===== src/rtl/opb_regbank_pkg.sv =====
// Shared types and helpers for the OPB software register bank.
// Word values are numeric: OPB bit 0 is the MSB, byte enable 0 is bits 31:24.
package opb_regbank_pkg;

  localparam int DW = 32;

  // Control word fields in LSB-0 numbering (commit flag is OPB bit 31)
  localparam int CTRL_COMMIT_BIT = 0;
  localparam int CTRL_COUNT_LSB  = 24;

  typedef enum logic {
    IDLE,
    ACK
  } ack_state_t;

  typedef enum logic [1:0] {
    REG_DATA,
    REG_CTRL,
    REG_NONE
  } region_t;

  function automatic logic [31:0] word_offset(
    input logic [31:0] addr,
    input logic [31:0] base
  );
    return (addr - base) >> 2;
  endfunction

  function automatic region_t decode_region(
    input logic [31:0] off,
    input logic [31:0] nregs
  );
    region_t r;
    if (off < nregs)
      r = REG_DATA;
    else if (off == nregs)
      r = REG_CTRL;
    else
      r = REG_NONE;
    return r;
  endfunction

  function automatic logic [31:0] be_merge(
    input logic [31:0] old_w,
    input logic [31:0] new_w,
    input logic [3:0]  be
  );
    logic [31:0] r;
    r = old_w;
    for (int j = 0; j < 4; j++)
      if (be[j])
        r[8*j +: 8] = new_w[8*j +: 8];
    return r;
  endfunction

endpackage


===== src/rtl/opb_register_bank_ppc2simulink_ack.sv =====
// OPB slave handshake: address hit, IDLE/ACK FSM, registered xferAck.
// start marks the single cycle in which the register file performs the access.
module opb_slave_ack_fsm
  import opb_regbank_pkg::*;
#(
  parameter logic [31:0] C_BASEADDR = 32'h0108F100,
  parameter logic [31:0] C_HIGHADDR = 32'h0108F1FF
) (
  input  logic        clk,
  input  logic        rst_n,
  input  logic        select,
  input  logic [31:0] addr,
  output logic        start,
  output logic        xfer_ack
);

  ack_state_t state;
  logic       hit;

  assign hit   = select && (addr >= C_BASEADDR) && (addr <= C_HIGHADDR);
  assign start = (state == IDLE) && hit;

  always_ff @(posedge clk or negedge rst_n) begin
    if (!rst_n) begin
      state    <= IDLE;
      xfer_ack <= 1'b0;
    end else begin
      unique case (state)
        IDLE: begin
          if (hit) begin
            state    <= ACK;
            xfer_ack <= 1'b1;
          end else begin
            xfer_ack <= 1'b0;
          end
        end
        ACK: begin
          state    <= IDLE;
          xfer_ack <= 1'b0;
        end
        default: begin
          state    <= IDLE;
          xfer_ack <= 1'b0;
        end
      endcase
    end
  end

endmodule


===== src/rtl/opb_register_bank_ppc2simulink.sv =====
// PPC-writable register bank: shadow words committed atomically via a
// control word, or written straight through for direct registers.
module opb_register_bank_ppc2simulink
  import opb_regbank_pkg::*;
#(
  parameter logic [31:0] C_BASEADDR    = 32'h0108F100,
  parameter logic [31:0] C_HIGHADDR    = 32'h0108F1FF,
  parameter int          C_OPB_AWIDTH  = 32,
  parameter int          C_OPB_DWIDTH  = 32,
  parameter string       C_FAMILY      = "virtex5",
  parameter int          C_NUM_REGS    = 4,
  parameter logic [63:0] C_DIRECT_MASK = 64'h0,
  parameter logic [31:0] C_RESET_VALUE = 32'h0
) (
  input  logic                    OPB_Clk,
  input  logic                    OPB_Rst_n,
  input  logic [0:C_OPB_AWIDTH-1] OPB_ABus,
  input  logic [0:3]              OPB_BE,
  input  logic [0:C_OPB_DWIDTH-1] OPB_DBus,
  input  logic                    OPB_RNW,
  input  logic                    OPB_select,
  input  logic                    OPB_seqAddr,
  output logic [0:C_OPB_DWIDTH-1] Sl_DBus,
  output logic                    Sl_xferAck,
  output logic                    Sl_errAck,
  output logic                    Sl_retry,
  output logic                    Sl_toutSup,
  output logic [32*C_NUM_REGS-1:0] user_data_out,
  output logic [C_NUM_REGS-1:0]    user_data_valid
);

  localparam int IW = (C_NUM_REGS > 1) ? $clog2(C_NUM_REGS) : 1;
  localparam logic [C_NUM_REGS-1:0] DIRECT =
    C_DIRECT_MASK[C_NUM_REGS-1:0];
  localparam logic [31:0] NREGS = 32'(C_NUM_REGS);
  localparam logic [7:0]  NREG8 = 8'(C_NUM_REGS);
  localparam bit FAMILY_IS_V5_unused = (C_FAMILY == "virtex5");

  logic [31:0] addr;
  logic [31:0] wdata;
  logic [3:0]  be;
  logic [31:0] off;
  logic [IW-1:0] idx;
  region_t     region;
  logic        start;
  logic        is_data;
  logic        is_ctrl;
  logic [31:0] merged;
  logic [31:0] ctrl_word;
  logic [31:0] rdata;

  logic [31:0] shadow [C_NUM_REGS];
  logic [31:0] outw   [C_NUM_REGS];
  logic [C_NUM_REGS-1:0] dirty;

  logic unused_inputs;
  assign unused_inputs = OPB_seqAddr ^ (^off);

  assign addr   = 32'(OPB_ABus);
  assign wdata  = 32'(OPB_DBus);
  assign be     = OPB_BE;
  assign off    = word_offset(addr, C_BASEADDR);
  assign idx    = off[IW-1:0];
  assign region = decode_region(off, NREGS);

  assign is_data = (region == REG_DATA);
  assign is_ctrl = (region == REG_CTRL);
  assign merged  = be_merge(shadow[idx], wdata, be);

  always_comb begin
    ctrl_word = '0;
    ctrl_word[CTRL_COUNT_LSB +: 8] = NREG8;
    ctrl_word[CTRL_COMMIT_BIT]     = |dirty;
  end

  opb_slave_ack_fsm #(
    .C_BASEADDR (C_BASEADDR),
    .C_HIGHADDR (C_HIGHADDR)
  ) u_ack (
    .clk      (OPB_Clk),
    .rst_n    (OPB_Rst_n),
    .select   (OPB_select),
    .addr     (addr),
    .start    (start),
    .xfer_ack (Sl_xferAck)
  );

  always_ff @(posedge OPB_Clk or negedge OPB_Rst_n) begin
    if (!OPB_Rst_n) begin
      for (int i = 0; i < C_NUM_REGS; i++) begin
        shadow[i] <= C_RESET_VALUE;
        outw[i]   <= C_RESET_VALUE;
      end
      dirty           <= '0;
      user_data_valid <= '0;
      rdata           <= '0;
    end else begin
      user_data_valid <= '0;
      rdata           <= '0;
      if (start) begin
        unique case (1'b1)
          is_data && !OPB_RNW: begin
            if (|be) begin
              shadow[idx] <= merged;
              if (DIRECT[idx]) begin
                outw[idx]            <= merged;
                user_data_valid[idx] <= 1'b1;
              end else begin
                dirty[idx] <= 1'b1;
              end
            end
          end
          is_data && OPB_RNW: begin
            rdata <= DIRECT[idx] ? outw[idx] : shadow[idx];
          end
          is_ctrl && !OPB_RNW: begin
            // Only BE[3] covers the commit flag byte
            if (be[0] && wdata[CTRL_COMMIT_BIT]) begin
              for (int i = 0; i < C_NUM_REGS; i++)
                if (!DIRECT[i])
                  outw[i] <= shadow[i];
              user_data_valid <= dirty;
              dirty           <= '0;
            end
          end
          is_ctrl && OPB_RNW: begin
            rdata <= ctrl_word;
          end
          default: begin
          end
        endcase
      end
    end
  end

  for (genvar g = 0; g < C_NUM_REGS; g++) begin : g_out
    assign user_data_out[32*g +: 32] = outw[g];
  end

  assign Sl_DBus    = rdata;
  assign Sl_errAck  = 1'b0;
  assign Sl_retry   = 1'b0;
  assign Sl_toutSup = 1'b0;

endmodule

===== config.mk =====
export PLATFORM = sky130hd
export DESIGN_NAME = opb_register_bank_ppc2simulink
export DESIGN_NICKNAME = d
export VERILOG_FILES = /design/src/rtl/opb_regbank_pkg.sv /design/src/rtl/opb_register_bank_ppc2simulink_ack.sv /design/src/rtl/opb_register_bank_ppc2simulink.sv
export SDC_FILE = /design/constraint.sdc
export NUM_CORES = 1
export LEC_CHECK = 0
export CAP_MARGIN = 20
export CORE_ASPECT_RATIO = 1.5
export CORE_MARGIN = 8
export CORE_UTILIZATION = 30
export CTS_CLUSTER_DIAMETER = 40
export DETAILED_ROUTE_END_ITERATION = 10
export PLACE_DENSITY = 0.48
export SLEW_MARGIN = 15
export SYNTH_ARGS = -nofsm -noshare
export SYNTH_HDL_FRONTEND = slang
export SYNTH_SLANG_ARGS = --single-unit

===== constraint.sdc =====
create_clock -name OPB_Clk -period 2.9 [get_ports OPB_Clk]
set_clock_uncertainty 0.15 [all_clocks]
set_input_delay 0.29 -clock OPB_Clk [delete_from_list [all_inputs] [get_ports OPB_Clk]]
set_output_delay 0.29 -clock OPB_Clk [all_outputs]
set_load 0.05 [all_outputs]

==> implementation parameters <==
Parameter                              Value

Logic synthesis
  Cell count after synthesis    760
  Cell type contributing the most total cell area after synthesis    dfrtp_1
  Primary FF master, synth    dfrtp_1
  Synth async-reset ratio    100%
  Share of the yosys chip area belonging to registers    58.8%
  Syn avg cell area    16.6 µm²
  Synth top area share    58.8%
  Biggest area contributors in the synthesized netlist    dfrtp_1 59%, mux2_2 19%, mux2_4 9.0%
  Number of synthesis warnings    0
  Mapped cell area    12,600 µm²
  Count of different cell masters after synthesis    38
  #FFs+latches synth    297
  Post-synth EDFFs    0

Run
  Count of maximum capacitance violations    0

Power and ir drop
  Leakage power total    0.00818 µW
  Final Power    9850 µW
  Maximum VDD drop    401 µV
  Power density cells    564 nW/µm²

Routing
  Detailed-routing iteration count for the pre-antenna-repair pass    4
  Remaining number of nets flagged by the antenna check after routing    0
  Total routed wirelength    36.2 mm
  Drt via density    4.63
  Starting DRC count in detailed routing    237
  Per-cell routed wire length    22.3 µm
  DRC violation count after routing    0
  Vias post-DR    7,520

Run status
  Status    finished, final reports clean

Placement
  Post-placement cell count    1,554
  Placement-stage worst setup slack    -0.323 ns
  Weighted congestion reported at the end of routability-driven placement    0.808
  Count of port buffers added during placement    236
  Sum of net half-perimeters after detailed placement    24.4 mm

Setup path
  Reg2reg end    shadow[5]
  Highest net fanout along the worst path    19
  Crit path capture type    flop
  Ordered cell list for the critical path    clkdlybuf4s50_1, or4b_1, or4_1, buf_4, nor4_4, buf_12, mux2_2
  CP Data Arrival Time    2.96 ns
  Class of the most critical setup path    in -> reg
  R2r setup slk    0.47 ns
  Number of cells on the worst reg-to-reg path    6
  Worst Path Required    3.15 ns
  Critical path startpoint category    input port
  Kind of cell adding the most delay to the critical path    simple AND/OR/NAND/NOR gates
  Worst setup path start    OPB_ABus[23]
  Maximum cell stage delay along the critical path    0.50 ns
  Master of the slowest instance on the critical path    clkdlybuf4s50_1
  R2r startpoint    u_ack.xfer_ack
  Count of buffering cells on the critical path with inverters included    3

Die
  Chip height    267 µm
  DIE AREA    49,100 µm²
  Die outline width    184 µm
  Core footprint    41,800 µm²
  Initial core utilization    30.2%
  IO Count    241
  Number of core rows    92

Timing
  Share of the clock period used by the worst path    93.5%
  Worst-case setup margin in the final layout    0.188 ns
  Worst Tran Pin Value    0.771 ns
  Remaining max-slew budget at the tightest pin    48.1%
  Hold Vio Cnt, Final    0
  RSZ-0062 raised after global routing    false
  Setup violation total in the final timing report    0
  Period minus WS final    2.71 ns
  Hold slack final    0.210 ns
  Final Max Tran Viols    0
  Max Freq    369 MHz

CTS
  Clock tree from TritonCTS    built
  H-tree Lvls    2
  Quantity of gates resized following cts    0
  Maximum clock insertion buffer count    3
  Clock latency reported for the late side of the worst-skew pair    0.53 ns
  Clock root buffer    clkbuf_16
  CTS buffer count    39
  Clock transition at the register clock pins on the worst setup and hold paths after CTS    0.06 ns
  Number of clock sinks    297

Layout
  Share of final-layout standard cells stronger than drive strength 1    41.5%
  Synth-to-Final Area Change    38.2%
  # diodes    0
  Count of nets after finishing    1,105
  Most common library cell in the layout ignoring fill and taps    dfrtp_1
  Fin util    41.8%
  Commonest non-fill, non-tap cells in the layout    297 x dfrtp_1, 233 x clkdlybuf4s50_1, 211 x mux2_2, 76 x mux2_4, 41 x clkbuf_16
  Number of filler cells placed in the layout    3,839
  Final non-filler cell total    1,623

Global routing
  Overall overflow remaining after global route    0
  Vias in the first global route    8,389
  Tot GR Track Use    14.7%
  Initial antenna violation count    1
  Maximum number of pins on one net before global-route repair    83
  Global-route wire length before repair    54.9 mm

Hold path
  Hold/Removal Path Class    in -> async
-- layer usage --
metal	part of all wire, %	global-route usage, %	vias up
met5	0	0	-
met4	1.9	4.30	0
met3	4.6	2.85	45
met2	51	25.9	190
met1	42	18.1	3959
li1	-	-	3326
-- sequential cells by signal, summed over array words and instances (netlist names) --
register,flops
u_ack.xfer_ack,1
Sl_DBus,32
dirty,4
shadow,128
user_data_out,128
user_data_valid,4
-- stage by stage --
stage | cell area [µm²] | setup TNS [ns]
3_5_place_dp | 16000 | -61.12
2_1_floorplan | 12600 | 0
6_report | 17500 | 0
3_3_place_gp | 16000 | -65.34
4_1_cts | 17500 | 0
5_1_grt | 17500 | 0
-- worst register-to-register path: stages (launching register included) --
cell     delay, ns
dfrtp_1       0.38
nor4b_1       0.25
nand4_1       0.24
buf_4         0.25
nor4_4        0.43
buf_12        0.25
mux2_2        0.37
-- synth_stat cells (4+ instances only) --
| cell | count |
|---|---|
| and2_1 | 4 |
| buf_2 | 18 |
| buf_6 | 9 |
| clkbuf_1 | 18 |
| dfrtp_1 | 297 |
| mux2_2 | 211 |
| mux2_4 | 76 |
| mux4_2 | 32 |
| nor2_1 | 4 |
| nor3_1 | 4 |
| nor3b_1 | 31 |
| nor4_1 | 7 |
| nor4_2 | 4 |
| o21a_1 | 4 |
| or4_1 | 4 |
-- report_power, final --
part | switching [µW] | internal (µW) | total, µW
clock | 1900 | 3420 | 5320
combinational | 216 | 168 | 384
sequential | 0.0000136 | 4140 | 4140
-- logic make-up after synthesis --
family	Yosys count	synth area share [%]
muxes	320	33.6
other	1	0.0297
buffers and inverters	52	2.35
AOI/OAI and AO/OA	8	0.436
and+or+nand+nor	82	4.71
DFF	297	58.8
-- how the worst max path moves through the flow --
stage / end / cells past startpoint
4_1_cts: shadow[81] / 7
2_1_floorplan: user_data_out[116] / 8
3_5_place_dp: shadow[10] / 7
3_3_place_gp: shadow[15] / 7
6_report: shadow[5] / 7
5_1_grt: shadow[40] / 7
-- layout make-up --
cell class	count	area [µm²]	area share (%)
Clock buffer	47	1090	6.24
Clock inverter	21	357	2.04
Inverter	1	3.75	0.0215
Multi-Input combinational cell	413	4950	28.4
Sequential cell	297	7430	42.6
Tap cell	564	706	4.04
Timing Repair Buffer	280	2920	16.7
-- timing repair --
action                                 4_1_cts  5_1_grt
endpoints found under the hold margin       75        0
hold buffers                                 1        0
setup buffers                                0        0
Note: power is estimated with default switching activity, not from simulation.
